## src/rtl/uart_tx_ctrl.sv

```systemverilog
// UART transmit sequencer: valid/ready word intake, baud timing, and 8N1-style serialisation, LSB first.
// Define UART_TX_PARITY_EN to add the parity_odd_i port and a parity bit after the data bits.
module uart_tx_ctrl #(
    parameter int DIV_WIDTH  = 16,
    parameter int DATA_WIDTH = 8,
    parameter int STOP_BITS  = 1
) (
    input  logic                  main_clk_i,
    input  logic                  main_rst_i,
    input  logic [DIV_WIDTH-1:0]  baud_div_i,
    input  logic [DATA_WIDTH-1:0] tx_data_i,
    input  logic                  tx_valid_i,
    output logic                  tx_ready_o,
    output logic                  txd_o,
    output logic                  busy_o,
    output logic                  done_o
`ifdef UART_TX_PARITY_EN
    ,
    input  logic                  parity_odd_i
`endif
);

    localparam int BW = $clog2(DATA_WIDTH + 1);
    localparam logic [BW-1:0] BIT_LAST  = BW'(DATA_WIDTH - 1);
    localparam logic          STOP_LAST = 1'(STOP_BITS - 1);

    typedef enum logic [2:0] {IDLE, START, DATA, PARITY, STOP} state_t;

    state_t                state_q;
    logic [DIV_WIDTH-1:0]  cnt_q;
    logic [DIV_WIDTH-1:0]  div_q;
    logic [DATA_WIDTH-1:0] sh_q;
    logic [BW-1:0]         bit_q;
    logic                  stop_q;
    logic                  txd_q;
`ifdef UART_TX_PARITY_EN
    logic [DATA_WIDTH-1:0] data_q;
`endif

    logic tick, last_stop, accept;

    assign tick       = (cnt_q == div_q);
    assign last_stop  = (state_q == STOP) && tick && (stop_q == STOP_LAST);
    assign tx_ready_o = (state_q == IDLE) || last_stop;
    assign accept     = tx_valid_i && tx_ready_o;
    assign done_o     = last_stop;
    assign busy_o     = (state_q != IDLE);
    assign txd_o      = txd_q;

    always_ff @(posedge main_clk_i) begin
        if (main_rst_i) begin
            state_q <= IDLE;
            cnt_q   <= '0;
            div_q   <= '0;
            sh_q    <= '0;
            bit_q   <= '0;
            stop_q  <= 1'b0;
            txd_q   <= 1'b1;
`ifdef UART_TX_PARITY_EN
            data_q  <= '0;
`endif
        end else if (accept) begin
            // An accept on the final stop tick chains straight into the next start bit.
            state_q <= START;
            cnt_q   <= '0;
            div_q   <= baud_div_i;
            sh_q    <= tx_data_i;
            txd_q   <= 1'b0;
`ifdef UART_TX_PARITY_EN
            data_q  <= tx_data_i;
`endif
        end else if (state_q != IDLE) begin
            if (!tick) begin
                cnt_q <= cnt_q + DIV_WIDTH'(1);
            end else begin
                cnt_q <= '0;
                case (state_q)
                    START: begin
                        state_q <= DATA;
                        bit_q   <= '0;
                        txd_q   <= sh_q[0];
                    end
                    DATA: begin
                        if (bit_q == BIT_LAST) begin
`ifdef UART_TX_PARITY_EN
                            state_q <= PARITY;
                            txd_q   <= (^data_q) ^ parity_odd_i;
`else
                            state_q <= STOP;
                            stop_q  <= 1'b0;
                            txd_q   <= 1'b1;
`endif
                        end else begin
                            bit_q <= bit_q + BW'(1);
                            txd_q <= sh_q[1];
                            sh_q  <= sh_q >> 1;
                        end
                    end
                    PARITY: begin
                        state_q <= STOP;
                        stop_q  <= 1'b0;
                        txd_q   <= 1'b1;
                    end
                    STOP: begin
                        if (stop_q == STOP_LAST) begin
                            state_q <= IDLE;
                            txd_q   <= 1'b1;
                        end else begin
                            stop_q <= 1'b1;
                        end
                    end
                    default: state_q <= IDLE;
                endcase
            end
        end
    end

endmodule

```

## config.mk

```make
export PLATFORM = sky130hd
export DESIGN_NAME = uart_tx_ctrl
export DESIGN_NICKNAME = d
export VERILOG_FILES = /design/src/rtl/uart_tx_ctrl.sv
export SDC_FILE = /design/constraint.sdc
export NUM_CORES = 1
export LEC_CHECK = 0
export CAP_MARGIN = 25
export CORE_MARGIN = 3
export CORE_UTILIZATION = 55
export CTS_CLUSTER_SIZE = 16
export DETAILED_ROUTE_END_ITERATION = 8
export PLACE_DENSITY_LB_ADDON = 0.2
export SLEW_MARGIN = 10
export SYNTH_ARGS = -nofsm -noshare
export SYNTH_HDL_FRONTEND = slang
export SYNTH_SLANG_ARGS = --single-unit
```

## constraint.sdc

```tcl
create_clock -name main_clk_i -period 3.51 [get_ports main_clk_i]
set_input_delay 0.351 -clock main_clk_i [delete_from_list [all_inputs] [get_ports main_clk_i]]
set_output_delay 0.351 -clock main_clk_i [all_outputs]
set_load 0.1 [all_outputs]
```

# Word level (Yosys, flattened, before mapping)
# Index checks and enable logic that the tools add are counted.
# classes
n_eq_ne,12
shift,0
bitwise,2
order_cmp,0
mul,0
div_mod_pow,0
mux,23
addsub,2
n_reduce_logical,19
# op_table
operator,count
8-bit two-way mux,5
16-bit by 1-bit adder with 16-bit output (second input constant),1
16-bit equality test,1
16-bit two-way mux,1
4-bit AND reduction,4
3-bit case mux with 4 select lines,1
1-bit two-way mux,10
5-bit AND reduction,2
2-bit inequality test (second input constant),4
4-bit case mux with 2 select lines,1
2-bit nonzero test,4
3-bit by 2-bit equality test with 1-bit output (second input constant),2
3-bit two-way mux,2
3-bit inequality test (second input constant),2
3-bit nonzero test,2
5-bit nonzero test,1
4-bit by 1-bit adder with 4-bit output (second input constant),1
4-bit by 3-bit equality test with 1-bit output (second input constant),1
4-bit two-way mux,1
1-bit case mux with 4 select lines,1
3-bit by 1-bit equality test with 1-bit output (second input constant),1
3-bit equality test (second input constant),1
1-bit logical AND,3
3-bit zero test,1
other kinds (4),5
# word_totals
ramBits,0
register_bits,49
elab_cells,66
mem_bits_ro,0
in_bits,27
latch_bits,0
n_memories,0

# Depth between registers and ports, before layout
# Gate-level depths: netlist (run 1).
# depth
depth_word,7
mapped_depth,8
ltp_nobuf,6

# Least setup slack after synthesis (run 1)
# No wires, ideal clock.
# synth_timing
kind,register to output
startpoint,register cnt_q[2]
endpoint,output port done_o
slack_ns,-1.231
t_arrival_ns,4.390
stages_incl_launch_ff,7
path_cell_list,dfxtp_1 -> xnor2_1 -> nand4_1 -> or4_1 -> buf_2 -> clkbuf_1 -> nor4_1
# synth_via
elab_chain_cells,3
# synth_lines
element,line_no,text
"start, declared",30,logic [DIV_WIDTH-1:0] cnt_q;
"start signal, assigned",74,cnt_q <= cnt_q + DIV_WIDTH'(1);
16-bit equality test,42,assign tick = (cnt_q == div_q);
1-bit logical AND (2 in a row),43,assign last_stop = (state_q == STOP) && tick && (stop_q == STOP_LAST);
"end, declared",16,output logic done_o
# No other way between the ends.

# Worst setup path in the final report (run 1)
# Same ends and word-level chain as after synthesis.

==> summary.md, run 1 <==
| Metric | Value |
|---|---|
| Most numerous cell in the Yosys netlist | `dfxtp_1` |
| Status | `finished clean` |
| Static Leak | `0.9627 nW` |
| # setup viols final | `0` |
| Vias in the first global route | `slightly above 2000` |
| WL final | `5.614 mm` |
| Cell Pwr Density | `~480 mW/mm^2` |
| Max VDD drop | `302.9 uV` |
| Fin. max-slew vios | `0` |
| Synthesized flop and latch total | `48` |
| Setup crit start kind | `flop` |
| Most area-consuming cells after synthesis | `dfxtp_1 (40%), xnor2_1 (7.6%), nor2_1 (6.2%)` |
| Clk_lat worst skew | `0.31 ns` |
| Crit-path max FO | `17` |
| Max_cap viols | `0` |
| Avg Cell Area, Syn | `8.158 sq um` |
| Clock Path Buffers | `2` |
| GR Overflow Total | `0` |
| Final Hold Viols | `0` |
| Post-synth top cells | `dfxtp_1 (48), nor2_1 (40), a21oi_1 (26)` |
| CTS tree | `built` |
| Fin Hold WS | `about 0.47 ns` |
| Wire per inst | `between 15 and 20 um` |
| Synth top area share | `between 30% and 40%` |
| CTS H-tree lvls | `2` |
| Sequential fraction of the synthesis area | `39.79%` |
| Core Rows | `23` |
| Via count | `2162` |
| Top FF cell, synth | `dfxtp_1` |
| Die W | `72.26 um` |
| Post-cts sizing count | `0` |
| Vias per inst | `roughly 5.9` |
| Io pins | `31` |
| Initial core utilization | `58.68%` |
| Final antenna-violating net count | `0` |
| Crit path kind | `reg2out` |
| Total power | `1.365 mW` |
| Post-Syn Area | `0.002415 sq mm` |
| Layout cells sized above 1 | `8.571%` |
| Slew headroom | `35.33%` |
| Crit. End Element | `primary output` |
| IO Port Bufs | `30` |
| Die area | `about 0.0052 sq mm` |
| # diodes | `0` |
| Hold Crit Depth | `1` |
| Fin Setup TNS | `0 ns` |
| Final worst path period share | `a little over four fifths` |
| Dpl hpwl | `3.956 mm` |
| Antenna violations before repair | `0` |
| Worst-path clk slew | `0.09 ns` |
| Class of the worst hold path | `reg2reg` |
| # DRC | `0` |
| CTS buffer count | `5` |
| Final min period | `2.959 ns` |
| Gpl congestion | `between 0.8 and 0.9` |
| Layout Nets | `343` |
| Area Overhead vs Synth | `17.98%` |
| Root buf cell | `clkbuf_8` |
| First DRT Iteration DRCs | `217` |
| Synthesized Nets | `between 300 and 400` |
| Reg2Reg Depth | `5` |
| Worst-Margin Slew | `~0.97 ns` |
| Drt pass-1 iters | `4` |
| Gate Count Post-Synth | `296` |
| Critical path data required time | `3.16 ns` |
| Fmax | `0.3380 GHz` |
| YS warnings | `0` |
| Post-CTS Hold Buffers | `0` |
| Die H | `~72 um` |
| Synth unique cells | `47` |
| Top cell type by total area after synthesis | `dfxtp_1` |
| # Post-CTS Setup Buffers | `0` |
| Gr usage total | `23.25%` |
| RSZ-0062 raised after global routing | `no` |
| Largest net degree at the start of global routing | `27` |
| Core Box Area | `0.004115 sq mm` |
| First-pass GRT wire length | `around 9.6 mm` |
| Ys async rst share | `0%` |
| TritonCTS Sinks | `48` |
| Worst-case clock skew | `0.007889 ns` |
| Data arrival, critical path | `roughly 2.6 ns` |
| Post-synth EDFFs | `0` |
-- cells in the final DEF (no fill, tap or decap), types with 3 or more instances in the layout --
cell | Yosys | final
nor3_1 | 9 | 8
nand2_1 | 13 | 13
buf_4 | 1 | 7
clkbuf_8 | 0 | 5
dfxtp_1 | 48 | 48
clkdlybuf4s50_1 | 0 | 28
nand4_1 | 9 | 9
xnor2_1 | 21 | 21
nand3_1 | 24 | 24
nor4_1 | 4 | 3
xor2_1 | 8 | 8
nor2_1 | 40 | 40
a21oi_1 | 26 | 26
and3_1 | 5 | 5
o21ai_0 | 22 | 22
-- sequential cells by signal (all words and copies together) (netlist names) --
signal	flops
bit_q	4
txd_o	1
cnt_q	16
state_q	3
div_q	16
sh_q	8
-- power breakdown --
group | leakage [nW] | total (mW) | internal [mW] | switching, mW
logic | 0.517 | 0.336 | 0.125 | 0.210
clock network | 0.0548 | 0.411 | 0.215 | 0.197
registers | 0.391 | 0.618 | 0.580 | 0.0377
-- final timing paths --
check                               from       to  slack [ns]
worst min register to register     txd_o    txd_o        0.47
worst min-delay path               txd_o    txd_o        0.47
worst max register to register  cnt_q[2]  sh_q[4]        0.94
worst max-delay path            cnt_q[2]   done_o        0.55
-- final cells by class --
cell class	count	area, sq um
inverter	3	11.26
multi-input combinational	221	1366
tap	50	62.56
fill	339	1266
clock buffer	5	68.82
sequential	48	960.9
clock inverter	3	46.29
timing repair buffer	35	332.8
-- kinds of logic after synthesis --
logic type / Yosys count / share of synthesized area [%]
simple gates: 118 / 24.25
compound gates: 67 / 16.94
flops: 48 / 39.79
xor+xnor: 31 / 11.87
buf+inv: 27 / 4.767
mux: 3 / 1.347
fa+ha+maj: 2 / 1.036
-- routing by layer --
layer | vias up | GRT usage (%) | wire [um]
li1 | 1087 | - | -
met1 | 1000 | 34.57 | 2633
met2 | 68 | 32.96 | 2482
met3 | 7 | 4.848 | 412
met4 | 0 | 8.351 | 86
met5 | - | 0 | 0
-- worst max-delay path, cell delays in order (launching register included) --
cell and delay, ns:
dfxtp_1 0.43, xnor2_1 0.14, nand4_1 0.24, or4_1 0.90, nor4_2 0.25, buf_4 0.33
-- per-stage QoR --
stage          utilization (%)  instance area (sq um)  setup WS (ns)  instances
2_1_floorplan                -                   2426       -0.05009        296
6_report                 69.23                   2849         0.5513        365
3_3_place_gp             66.43                   2734         0.9207        357
3_5_place_dp             66.43                   2734         0.9122        357
5_1_grt                  69.23                   2849         0.3875        365
4_1_cts                  69.23                   2849         0.5693        365
(Power assumes the default switching activity.)
==> run 2: changes to the inputs <==
Settings changed: CORE_UTILIZATION 55 to 49.
Clock period 3.51 ns to 2.7 ns, I/O delays scaled along.
==> run 2 against run 1 <==
  * Sequential power rose by 29%
  * Highest routed layer unchanged
  * Clock skew rose by 0.0033 ns
  * Setup slack got worse by 0.45 ns
  * Sequential cell count stayed put
  * Critical path depth did not move
  * Critical path type unchanged
  * First-iteration DRC count is 3.7% lower
  * Global-route usage is 1.8 points lower
==> summary.md, run 2 (synthesized netlist as in run 1, its figures left out) <==
| Metric | Value |
|---|---|
| IO Port Bufs | `30` |
| Critical path cell sequence | `xnor2_1 > nand4_1 > or4_4 > nor4_4 > buf_12` |
| Crit. End Element | `primary output` |
| Initial core utilization | `52.91%` |
| Busiest layer in global routing | `met2` |
| Die H | `76.20 um` |
| Via count | `2198` |
| Crit path launch | `cnt_q[2]` |
| M2 GR Usage | `32.51%` |
| Max VDD drop | `422.1 uV` |
| Io pins | `31` |
| CP Depth | `5` |
| GR Overflow Total | `0` |
| Net Sw Frac | `32.87%` |
| Crit path kind | `reg2out` |
| Area Overhead vs Synth | `23.58%` |
| Critical path data required time | `roughly 2.4 ns` |
| RSZ-0062 raised after global routing | `no` |
| Die area | `a little under 0.006 sq mm` |
| Layout Nets | `352` |
| Fmax | `about 0.38 GHz` |
| Status | `finished clean` |
| # diodes | `0` |
| Worst-Margin Slew | `between 0.5 and 0.6 ns` |
| CP top delay family | `simple AND/OR/NAND/NOR gates` |
| Crit-path max FO | `8` |
| Fin Setup TNS | `0 ns` |
| Crit path to | `done_o` |
| Final min period | `between 2 and 3 ns` |
| Vias in the first global route | `2100` |
| Dpl hpwl | `4.161 mm` |
| WL final | `about 5.9 mm` |
| Reg2reg start | `cnt_q[2]` |
| Final antenna-violating net count | `0` |
| Net Switching | `0.6007 mW` |
| Layout cells sized above 1 | `14.51%` |
| Worst-case clock skew | `0.01117 ns` |
| Root buf cell | `clkbuf_8` |
| CTS H-tree lvls | `2` |
| CTS tree | `built` |
| Core Box Area | `0.004564 sq mm` |
| # DRC | `0` |
| Reg2reg setup slack | `roughly 0.42 ns` |
| # setup viols final | `0` |
| GRT met3 Usage | `3.546%` |
| Slew headroom | `approximately three fifths` |
| Worst-path clk slew | `0.10 ns` |
| Largest net degree at the start of global routing | `26` |
| TritonCTS Sinks | `48` |
| Placed Area | `0.002856 sq mm` |
| Fin. max-slew vios | `0` |
| Top flop regs | `cnt_q x16, div_q x16, sh_q x8` |
| Static Leak | `1.028 nW` |
| Sequential fraction of design power | `43.8%` |
| Drt pass-1 iters | `4` |
| First-pass GRT wire length | `~10 mm` |
| Reg2Reg Depth | `6` |
| Commonest non-fill, non-tap cells in the layout | `dfxtp_1 (41), nor2_1 (40), a21oi_1 (26), clkdlybuf4s50_1 (26), nand3_1 (24)` |
| Antenna violations before repair | `0` |
| Clock Path Buffers | `2` |
| Gpl congestion | `just over 0.8` |
| Data arrival, critical path | `2.33 ns` |
| First DRT Iteration DRCs | `209` |
| Wire per inst | `15.27 um` |
| Final Hold Viols | `0` |
| Finished Cell Area | `0.002984 sq mm` |
| Fillcell total | `~410` |
| Crit-path slowest cell | `or4_4` |
| Crit Reg-Reg Endpoint | `sh_q[1]` |
| Cell Pwr Density | `612.4 mW/mm^2` |
| Internal | `1.227 mW` |
| Gr usage total | `21.41%` |
| Vias per inst | `5.650` |
| Buf/Inv on CP | `1` |
| Clk pwr share | `29.7%` |
| Fin Hold WS | `0.4932 ns` |
| GR Layer Usage met1 | `30.16%` |
| Class of the worst hold path | `reg2reg` |
| Max_cap viols | `0` |
| Setup crit start kind | `flop` |
| Comb power frac | `26.5%` |
| Clk_lat worst skew | `0.32 ns` |
| Fin util | `~65%` |
| Most common cell after layout, fill and taps aside | `dfxtp_1` |
| Core Rows | `24` |
| Die W | `76.20 um` |
| Slowest Stage Delay on Critical Path | `0.69 ns` |
| Total power | `~1.8 mW` |
| Final worst path period share | `a little over nine tenths` |
| CTS buffer count | `5` |
-- run 2: area by class of cell --
type	instances	area, sq um	share of cell area (%)
multi-input cells	221	1386	46.46
flip-flops and latches	48	969.7	32.49
repair buffers	44	420.4	14.09
well taps	65	81.33	2.725
clock buffers	5	68.82	2.306
clock inverters	3	46.29	1.551
inverters	3	11.26	0.3774
-- run 2: tightest hold or removal path, stage by stage, from the launching register on --
cell	delay (ns)
dfxtp_1	0.33
o21ai_0	0.07
a21oi_1	0.06
-- run 2: how the worst min path moves through the flow --
stage / startpoint / endpoint / cells past startpoint
after floorplan: baud_div_i[0] / div_q[0] / 2
after global placement: div_q[12] / div_q[12] / 2
after detailed placement: txd_o / txd_o / 1
after CTS: baud_div_i[11] / div_q[11] / 3
after global routing: baud_div_i[1] / div_q[1] / 3
final: div_q[14] / div_q[14] / 2
-- run 2: per-stage QoR --
stage	instances	setup slack, ns
2_1_floorplan	296	-0.1340
3_3_place_gp	380	0.3854
3_5_place_dp	380	0.3530
4_1_cts	388	0.08428
5_1_grt	389	0.006235
6_report	389	0.09723
-- run 2: power groups by stage --
stage	sequential, mW	combinational [mW]	clock (mW)
after floorplan	0.819	0.321	0
after global placement	0.815	0.463	0
after detailed placement	0.815	0.469	0
after CTS	0.799	0.476	0.550
after global routing	0.805	0.528	0.583
final	0.800	0.484	0.543
-- run 2: what timing repair did --
action | CTS | global route
pin swaps | 0 | 2
hold buffers | 0 | 0
setup endpoints to repair | 1 | 2
resized for setup | 1 | 1
setup buffers | 0 | 1
-- run 2: per-layer routing --
layer | vias up | routed length, um | part of all wire, %
li1 | 1107 | - | -
met1 | 1017 | 2805 | 47
met2 | 66 | 2752 | 46
met3 | 8 | 288 | 4.8
met4 | 0 | 91 | 1.5
met5 | - | 0 | 0
==> run 3: changes to the inputs <==
Settings changed: ABC_CLOCK_PERIOD_IN_PS set to 2700.
==> results of run 3 <==
No change in the layout: final DEF, timing and power equal those of run 2.
